**config.mk**
```make
export PLATFORM = sky130hd
export DESIGN_NAME = pc_sequencer
export DESIGN_NICKNAME = d
export VERILOG_FILES = /design/src/rtl/pc_sequencer.sv
export SDC_FILE = /design/constraint.sdc
export NUM_CORES = 1
export LEC_CHECK = 0
export ABC_AREA = 1
export BUFFER_PORTS_ARGS = -buffer_cell sky130_fd_sc_hd__buf_2
export CAP_MARGIN = 25
export CORE_MARGIN = 2
export CORE_UTILIZATION = 35
export CTS_BUF_LIST = sky130_fd_sc_hd__clkbuf_8 sky130_fd_sc_hd__clkbuf_16
export DETAILED_ROUTE_END_ITERATION = 8
export SLEW_MARGIN = 20
export SYNTH_ARGS = -nofsm -noshare
export SYNTH_HDL_FRONTEND = slang
export SYNTH_SLANG_ARGS = --single-unit
```
**constraint.sdc**
```tcl
create_clock -name clk -period 2 [get_ports clk]
set_input_delay 0.3 -clock clk [delete_from_list [all_inputs] [get_ports clk]]
set_output_delay 0.3 -clock clk [all_outputs]
set_load 0.005 [all_outputs]
```
**src/rtl/pc_sequencer.sv**
```systemverilog
// ============================================================================
// Module      : pc_sequencer
// Description : Program counter, branch resolution, NZCV flags and HLT/resume
//               control for the ARMv8 core fetch path.
// Revision    : 1.0 - initial release
// ============================================================================
`default_nettype none

module pc_sequencer #(
  parameter int                 ADDR_W     = 64,
  parameter logic [ADDR_W-1:0]  RESET_PC   = '0,
  parameter int                 INST_BYTES = 4
) (
  input  logic              clk,
  input  logic              reset,
  input  logic [31:0]       instruction,
  input  logic              stall,
  input  logic              uncond_branch,
  input  logic              zero_branch,
  input  logic              flag_branch,
  input  logic [63:0]       reg_value,
  input  logic              flag_write,
  input  logic [3:0]        flags_in,
  input  logic              resume,
  output logic [ADDR_W-1:0] pc,
  output logic [3:0]        flags,
  output logic              halted,
  output logic              branch_taken
);

  // Offsets are built at least 28 bits wide so narrow PCs still see a full
  // sign extension before truncation to ADDR_W.
  localparam int c_EXT_W = (ADDR_W > 28) ? ADDR_W : 28;

  typedef enum logic [0:0] {
    ST_RUN    = 1'b0,
    ST_HALTED = 1'b1
  } state_t;

  state_t              r_state;
  state_t              w_state_nxt;
  logic [ADDR_W-1:0]   r_pc;
  logic [ADDR_W-1:0]   w_pc_nxt;
  logic [3:0]          r_flags;
  logic [3:0]          w_flags_nxt;
  logic                r_branch_taken;
  logic                w_branch_taken_nxt;

  logic                w_hlt;
  logic [c_EXT_W-1:0]  w_off26;
  logic [c_EXT_W-1:0]  w_off19;
  logic [ADDR_W-1:0]   w_pc_seq;
  logic [ADDR_W-1:0]   w_target;
  logic                w_cond_base;
  logic                w_cond_ok;
  logic                w_taken;
  logic                w_n, w_z, w_c, w_v;

  assign w_hlt    = (instruction[31:21] == 11'b11010100010) &&
                    (instruction[4:0] == 5'b00000);
  assign w_off26  = {{(c_EXT_W-26){instruction[25]}}, instruction[25:0]} << 2;
  assign w_off19  = {{(c_EXT_W-19){instruction[23]}}, instruction[23:5]} << 2;
  assign w_pc_seq = r_pc + ADDR_W'(INST_BYTES);
  assign w_target = r_pc + (uncond_branch ? w_off26[ADDR_W-1:0]
                                          : w_off19[ADDR_W-1:0]);

  assign {w_n, w_z, w_c, w_v} = r_flags;

  // Odd condition codes invert their even partner, except NV which is taken.
  always_comb begin
    w_cond_base = 1'b1;
    case (instruction[3:1])
      3'b000:  w_cond_base = w_z;
      3'b001:  w_cond_base = w_c;
      3'b010:  w_cond_base = w_n;
      3'b011:  w_cond_base = w_v;
      3'b100:  w_cond_base = w_c & ~w_z;
      3'b101:  w_cond_base = (w_n == w_v);
      3'b110:  w_cond_base = ~w_z & (w_n == w_v);
      default: w_cond_base = 1'b1;
    endcase
  end

  assign w_cond_ok = (instruction[0] && (instruction[3:1] != 3'b111))
                     ? ~w_cond_base : w_cond_base;

  always_comb begin
    w_taken = 1'b0;
    if (uncond_branch) begin
      w_taken = 1'b1;
    end else if (zero_branch) begin
      w_taken = instruction[24] ? (reg_value != 64'd0) : (reg_value == 64'd0);
    end else if (flag_branch) begin
      w_taken = w_cond_ok;
    end
  end

  always_comb begin
    w_state_nxt        = r_state;
    w_pc_nxt           = r_pc;
    w_flags_nxt        = r_flags;
    w_branch_taken_nxt = 1'b0;
    case (r_state)
      ST_RUN: begin
        if (!stall) begin
          if (flag_write) begin
            w_flags_nxt = flags_in;
          end
          if (w_hlt) begin
            w_state_nxt = ST_HALTED;
          end else begin
            w_pc_nxt           = w_taken ? w_target : w_pc_seq;
            w_branch_taken_nxt = w_taken;
          end
        end
      end
      ST_HALTED: begin
        if (resume) begin
          w_state_nxt = ST_RUN;
          w_pc_nxt    = w_pc_seq;
        end
      end
      default: w_state_nxt = ST_RUN;
    endcase
  end

  always_ff @(posedge clk or posedge reset) begin
    if (reset) begin
      r_state        <= ST_RUN;
      r_pc           <= RESET_PC;
      r_flags        <= 4'b0000;
      r_branch_taken <= 1'b0;
    end else begin
      r_state        <= w_state_nxt;
      r_pc           <= w_pc_nxt;
      r_flags        <= w_flags_nxt;
      r_branch_taken <= w_branch_taken_nxt;
    end
  end

  assign pc           = r_pc;
  assign flags        = r_flags;
  assign halted       = (r_state == ST_HALTED);
  assign branch_taken = r_branch_taken;

endmodule

`default_nettype wire

```
; ---- After elaboration in Yosys (flattened, before gate mapping)
; Cells that the tools add are included.
[classes]
bitwise_logic = 6
add_sub_neg = 2
reduce_logical = 8
muxes = 19
eq_ne = 12
[op_table]
columns = operator, n
row1 = two-way mux 64 bit, 5
row2 = case mux 64 bit (2 select lines), 1
row3 = "adder 64 x 3 -> 64 bit, second input constant", 1
row4 = adder 64 bit, 1
row5 = zero test 64 bit, 1
row6 = nonzero test 64 bit, 1
row7 = "== test 11 bit, second input constant", 1
row8 = two-way mux 1 bit, 11
row9 = "== test 3 bit, second input constant", 3
row10 = case mux 1 bit (7 select lines), 1
row11 = "== test 3 x 2 -> 1 bit, second input constant", 2
row12 = "inequality test 2 bit, second input constant", 3
row13 = AND reduction 3 bit, 2
row14 = zero test 5 bit, 1
row15 = NOT 1 bit, 4
row16 = "== test 3 x 1 -> 1 bit, second input constant", 1
row17 = zero test 3 bit, 1
row18 = "inequality test 3 bit, second input constant", 1
row19 = bitwise AND 1 bit, 2
row20 = logical AND 1 bit, 2
row21 = case mux 1 bit (2 select lines), 1
row22 = == test 1 bit, 1
[word_totals]
ff_bits = 70
elab_cells = 51
inputBits = 108
output_inout_bits = 70

; ---- Depth between registers and ports, before layout
[depth]
word_depth = 12
depth_mapped = 21
ltp_nobuf = 20

; ---- Worst setup path after synthesis
; No wires, ideal clock.
[synth_timing]
path_type = input -> register
start = in uncond_branch
end = reg r_pc[63] (netlist: pc[63])
setup_slack_ns = -2.450
cell_stages = 15
setup_ns = 0.130
arrival_ns = 4.320
n_path_buf = 0
t_required_ns = 1.870
path_cell_list = inv_1 o21ai_0 ha_1 nand2_1 inv_1 a21oi_1 inv_1 a21oi_1 o21ai_0 a21oi_1 nand2_1 nand2_1 nand3_1 nand2_1 o21ai_0
[synth_via]
elab_chain_cells = 6
elab_cells_between_ends = 7
classes_between = add/sub (1) / mux (6)
[synth_lines]
columns = item, line_no
row1 = from (decl), 18  ; input logic uncond_branch,
row2 = two-way mux 64 bit, 64  ; assign w_target = r_pc + (uncond_branch ? w_off26[ADDR_W-1:0]
row3 = adder 64 bit, 64
row4 = two-way mux 64 bit *, 112  ; w_pc_nxt = w_taken ? w_target : w_pc_seq;
row5 = two-way mux 64 bit *, 109  ; if (w_hlt) begin
row6 = two-way mux 64 bit *, 105  ; if (!stall) begin
row7 = case mux 64 bit (2 select lines) *, 103  ; case (r_state)
row8 = to (signal assigned), 135  ; r_pc <= w_pc_nxt;
row9 = to (decl), 42  ; logic [ADDR_W-1:0] r_pc;
; Mark *: on every way between the ends. The rest lies on a longest branch, timed or not. The select of a mux whose other input is x is not followed.
; A chain may end at the register's enable or synchronous reset.

; ---- Worst setup path in the final report
[layout_timing]
start = in uncond_branch
end = reg r_pc[56] (netlist: pc[56])
; The elaborated chain is that of the path after synthesis.

==> results.txt <==
The flow ran to the end, but the final reports show violations. The checks that failed: setup timing. The routed wire length was 66.4 mm; the peak fanout along the critical path was 6. Setup repair after global routing could not meet its margin everywhere. The tool flagged a number of max-cap violations equal to 0. In this run the static leakage power is 10.6 nW. After detailed routing, the average wire length per cell comes to 21.0 microns. At the placement stage, the worst setup path has a slack of -1100 ps. The tools report the final design area excluding fillers as 21,100 sq um. In this run the count of I/O pins placed on the die edge is 178. The smallest clock period supported by the final layout is computed as 2550 ps.

The worst hold-check path type is in2reg. The netlist uses 45 different library cells. Classification of the worst setup path: in2reg.

For this design, the sink count on the clock tree is 68. IR analysis of the VDD net gives a maximum drop of 610 uV. In the post-synthesis netlist, the biggest area contributors are nand2_1, dfrtp_1, inv_1. Commonest non-fill, non-tap cell in the layout: nand2_1. The tools report the number of placement rows as 65. The logs give 0.361 for the overall track demand over capacity in global routing and -554 ps for the worst setup slack after layout. The total global routing overflow was 0.

The repair_antennas step left the layout with diodes totalling 0. The worst endpoint data arrival time is 2830 ps. The tools report the combined area of all synthesized cells as 11,100 sq um. The type of destination of the critical path is a flip-flop.

The first routing iteration left 1,796 violations. The ratio of total power to cell area was 1480 nW/um^2; the signed area change from the synthesized netlist to the final layout was 89.8%. Once detail routing completed, the nets flagged for antenna violations numbered 0. The congestion estimate from routability-driven global placement came to 1.03. After synthesis the netlist holds a flip-flop and latch count of 68.

The area fraction of the dominant cell type after synthesis came out at 0.250. The number of detailed-route iterations in the first pass came out at 6. The synthesized design spends more area on one cell type than any other, namely nand2_1.

The number of antenna violations at the first check in global routing was 0. The setup-violating endpoint count in the final report was 55; the final setup skew was 10.8 ps. The library cells used most frequently in the layout, excluding fill and tap cells, are nand2_1, buf_4, inv_1, nand2_2, buf_2. Cell area after placement: 15,900 sq um.

The clock-pin slew on the worst setup and hold paths was 60 ps. Derived from the worst setup path, the maximum achievable clock frequency is 0.392 GHz. The tools report the number of buffers on the longest clock path as 2. TritonCTS built the clock tree. The core region is 31,400 sq um.

Using the TritonRoute via totals, the vias-per-cell ratio works out to 5.48. The net count of the finished layout was 2,933. For the worst setup path, the data required time is 2280 ps. The tools report the total negative slack as -16,310 ps. The instance count of the mapped netlist was 2,073. The starting utilization of the core area was 0.354. STA classifies the critical path startpoint as an input port. The run gives 31.2 mW as the overall power of the completed layout. In this run the tool buffered the top-level ports with 175 buffer cells. The run gives 0.153 as the sequential area share after synthesis.

The wire length of the first global-routing pass is 91.4 mm, and the DRC violation count after routing is 0. Die boundary height: 182 microns. The via count of the first global-routing pass came out at 16,200. Once detailed placement completed, the half-perimeter wirelength came to 47.5 mm.

The area enclosed by the die boundary is 33,100 sq um. The H-tree was split into 3 levels. The run gives 9 as the TritonCTS buffer count.

The routed layout has 17,400 vias. The count of endpoints failing hold in the final timing report was 0; the final critical-path share of the clock period was 1.28. Buffer cell driving the clock tree root: clkbuf_16. Share of final-layout standard cells stronger than drive strength 1: 0.531. In this run the mean area of a mapped cell was 5.35 sq um. For this run, the number of Yosys warnings is 0. Clock latency on the worst-skew pair, taken at its later pin, is 360 ps. The core occupancy in the finished layout was 0.671; the max-slew violation count was 0. Entering global routing, the biggest net connects 46 pins. The die is 182 microns wide.
synth_stat cells (all sizes together):
cell	n
or2	7
and3	4
o21a	2
a21boi	2
nor3b	2
inv	333
nand4	40
mux2	2
a21o	3
conb	1
o32ai	1
ha	62
or3	1
nor2	267
nor3	39
clkbuf	13
a21oi	88
nand2	743
nand3b	11
o211ai	1
xor2	45
buf	20
nor4	5
dfrtp	68
and2	6
fa	1
nand3	178
o21bai	10
xnor2	24
o31ai	2
o21ai	92
worst paths after layout:
| kind | from | end | slack, ps | cells after the start |
|---|---|---|---|---|
| min in group asynchronous | reset | pc[22] | 490 | 3 |
| worst max-delay path | uncond_branch | pc[56] | -550 | 18 |
| max in group asynchronous | reset | pc[48] | 880 | 4 |
| worst min-delay path | flags_in[3] | flags[3] | 180 | 2 |
| worst min register to register | flags[1] | flags[1] | 580 | 2 |
| worst max register to register | pc[14] | pc[39] | -470 | 18 |
cell type report:
cell class / instances / area (sq um)
Clock buffer: 11 / 253
Clock inverter: 5 / 51.3
Fill cell: 2544 / 10300
Inverter: 333 / 1290
Multi-Input combinational cell: 1640 / 11800
Sequential cell: 68 / 1740
Tap cell: 402 / 503
Timing Repair Buffer: 710 / 5460
cells by family (layout without fill, tap and decap cells):
family | Yosys count | count (layout) | share of synthesized area
buf+inv | 366 | 1059 | 0.127
other cells | 1 | 2 | 0.000338
compound gates | 201 | 201 | 0.0955
xor+xnor | 69 | 69 | 0.0545
fa+ha+maj | 63 | 63 | 0.0717
flops | 68 | 68 | 0.153
simple gates | 1303 | 1303 | 0.496
mux | 2 | 2 | 0.00203
per-stage QoR:
stage          hold WS (ps)  std cells
2_1_floorplan           451       2074
3_3_place_gp            302       3070
3_5_place_dp            306       3070
4_1_cts                 164       3146
5_1_grt                 173       3169
6_report                180       3169
layer usage:
metal | wire [microns] | share of wire | vias up | track usage
li1 | - | - | 7921 | -
met5 | 0 | 0 | - | 0
met3 | 6740 | 0.10 | 270 | 0.0525
met2 | 30100 | 0.45 | 1032 | 0.587
met4 | 3690 | 0.056 | 0 | 0.121
met1 | 25900 | 0.39 | 8158 | 0.490
what timing repair did:
action	in CTS	in global routing
setup buffers	63	27
resized for setup	642	427
setup endpoints to repair	57	62
gates cloned	4	1
pin swaps	204	186
hold buffers	1	0
hold endpoints to repair	12	0
flip-flops by register name, indices dropped and copies added, names as in the netlist:
name / flops
flags: 4
branch_taken: 1
pc: 62
halted: 1
report_power, final:
part / total [mW] / switching, mW / leakage, nW / internal (mW)
Sequential: 3.25 / 1.20 / 0.780 / 2.05
Clock: 1.76 / 0.731 / 0.153 / 1.03
Combinational: 26.2 / 14.8 / 9.64 / 11.4
worst max-delay path, stage by stage:
cell and delay [ps]:
buf_8 90, inv_8 40, buf_6 110, o21ai_4 240, buf_6 200, buf_16 160, ha_4 150, buf_4 150
nand2_2 110, nor2_2 180, nand2_1 140, nor2_4 220, nand3_1 210, nand3_1 160, nand3_1 90, nor2_1 120
nor2_1 60, nor2_1 110
Note: power is estimated with default switching activity, not from simulation.
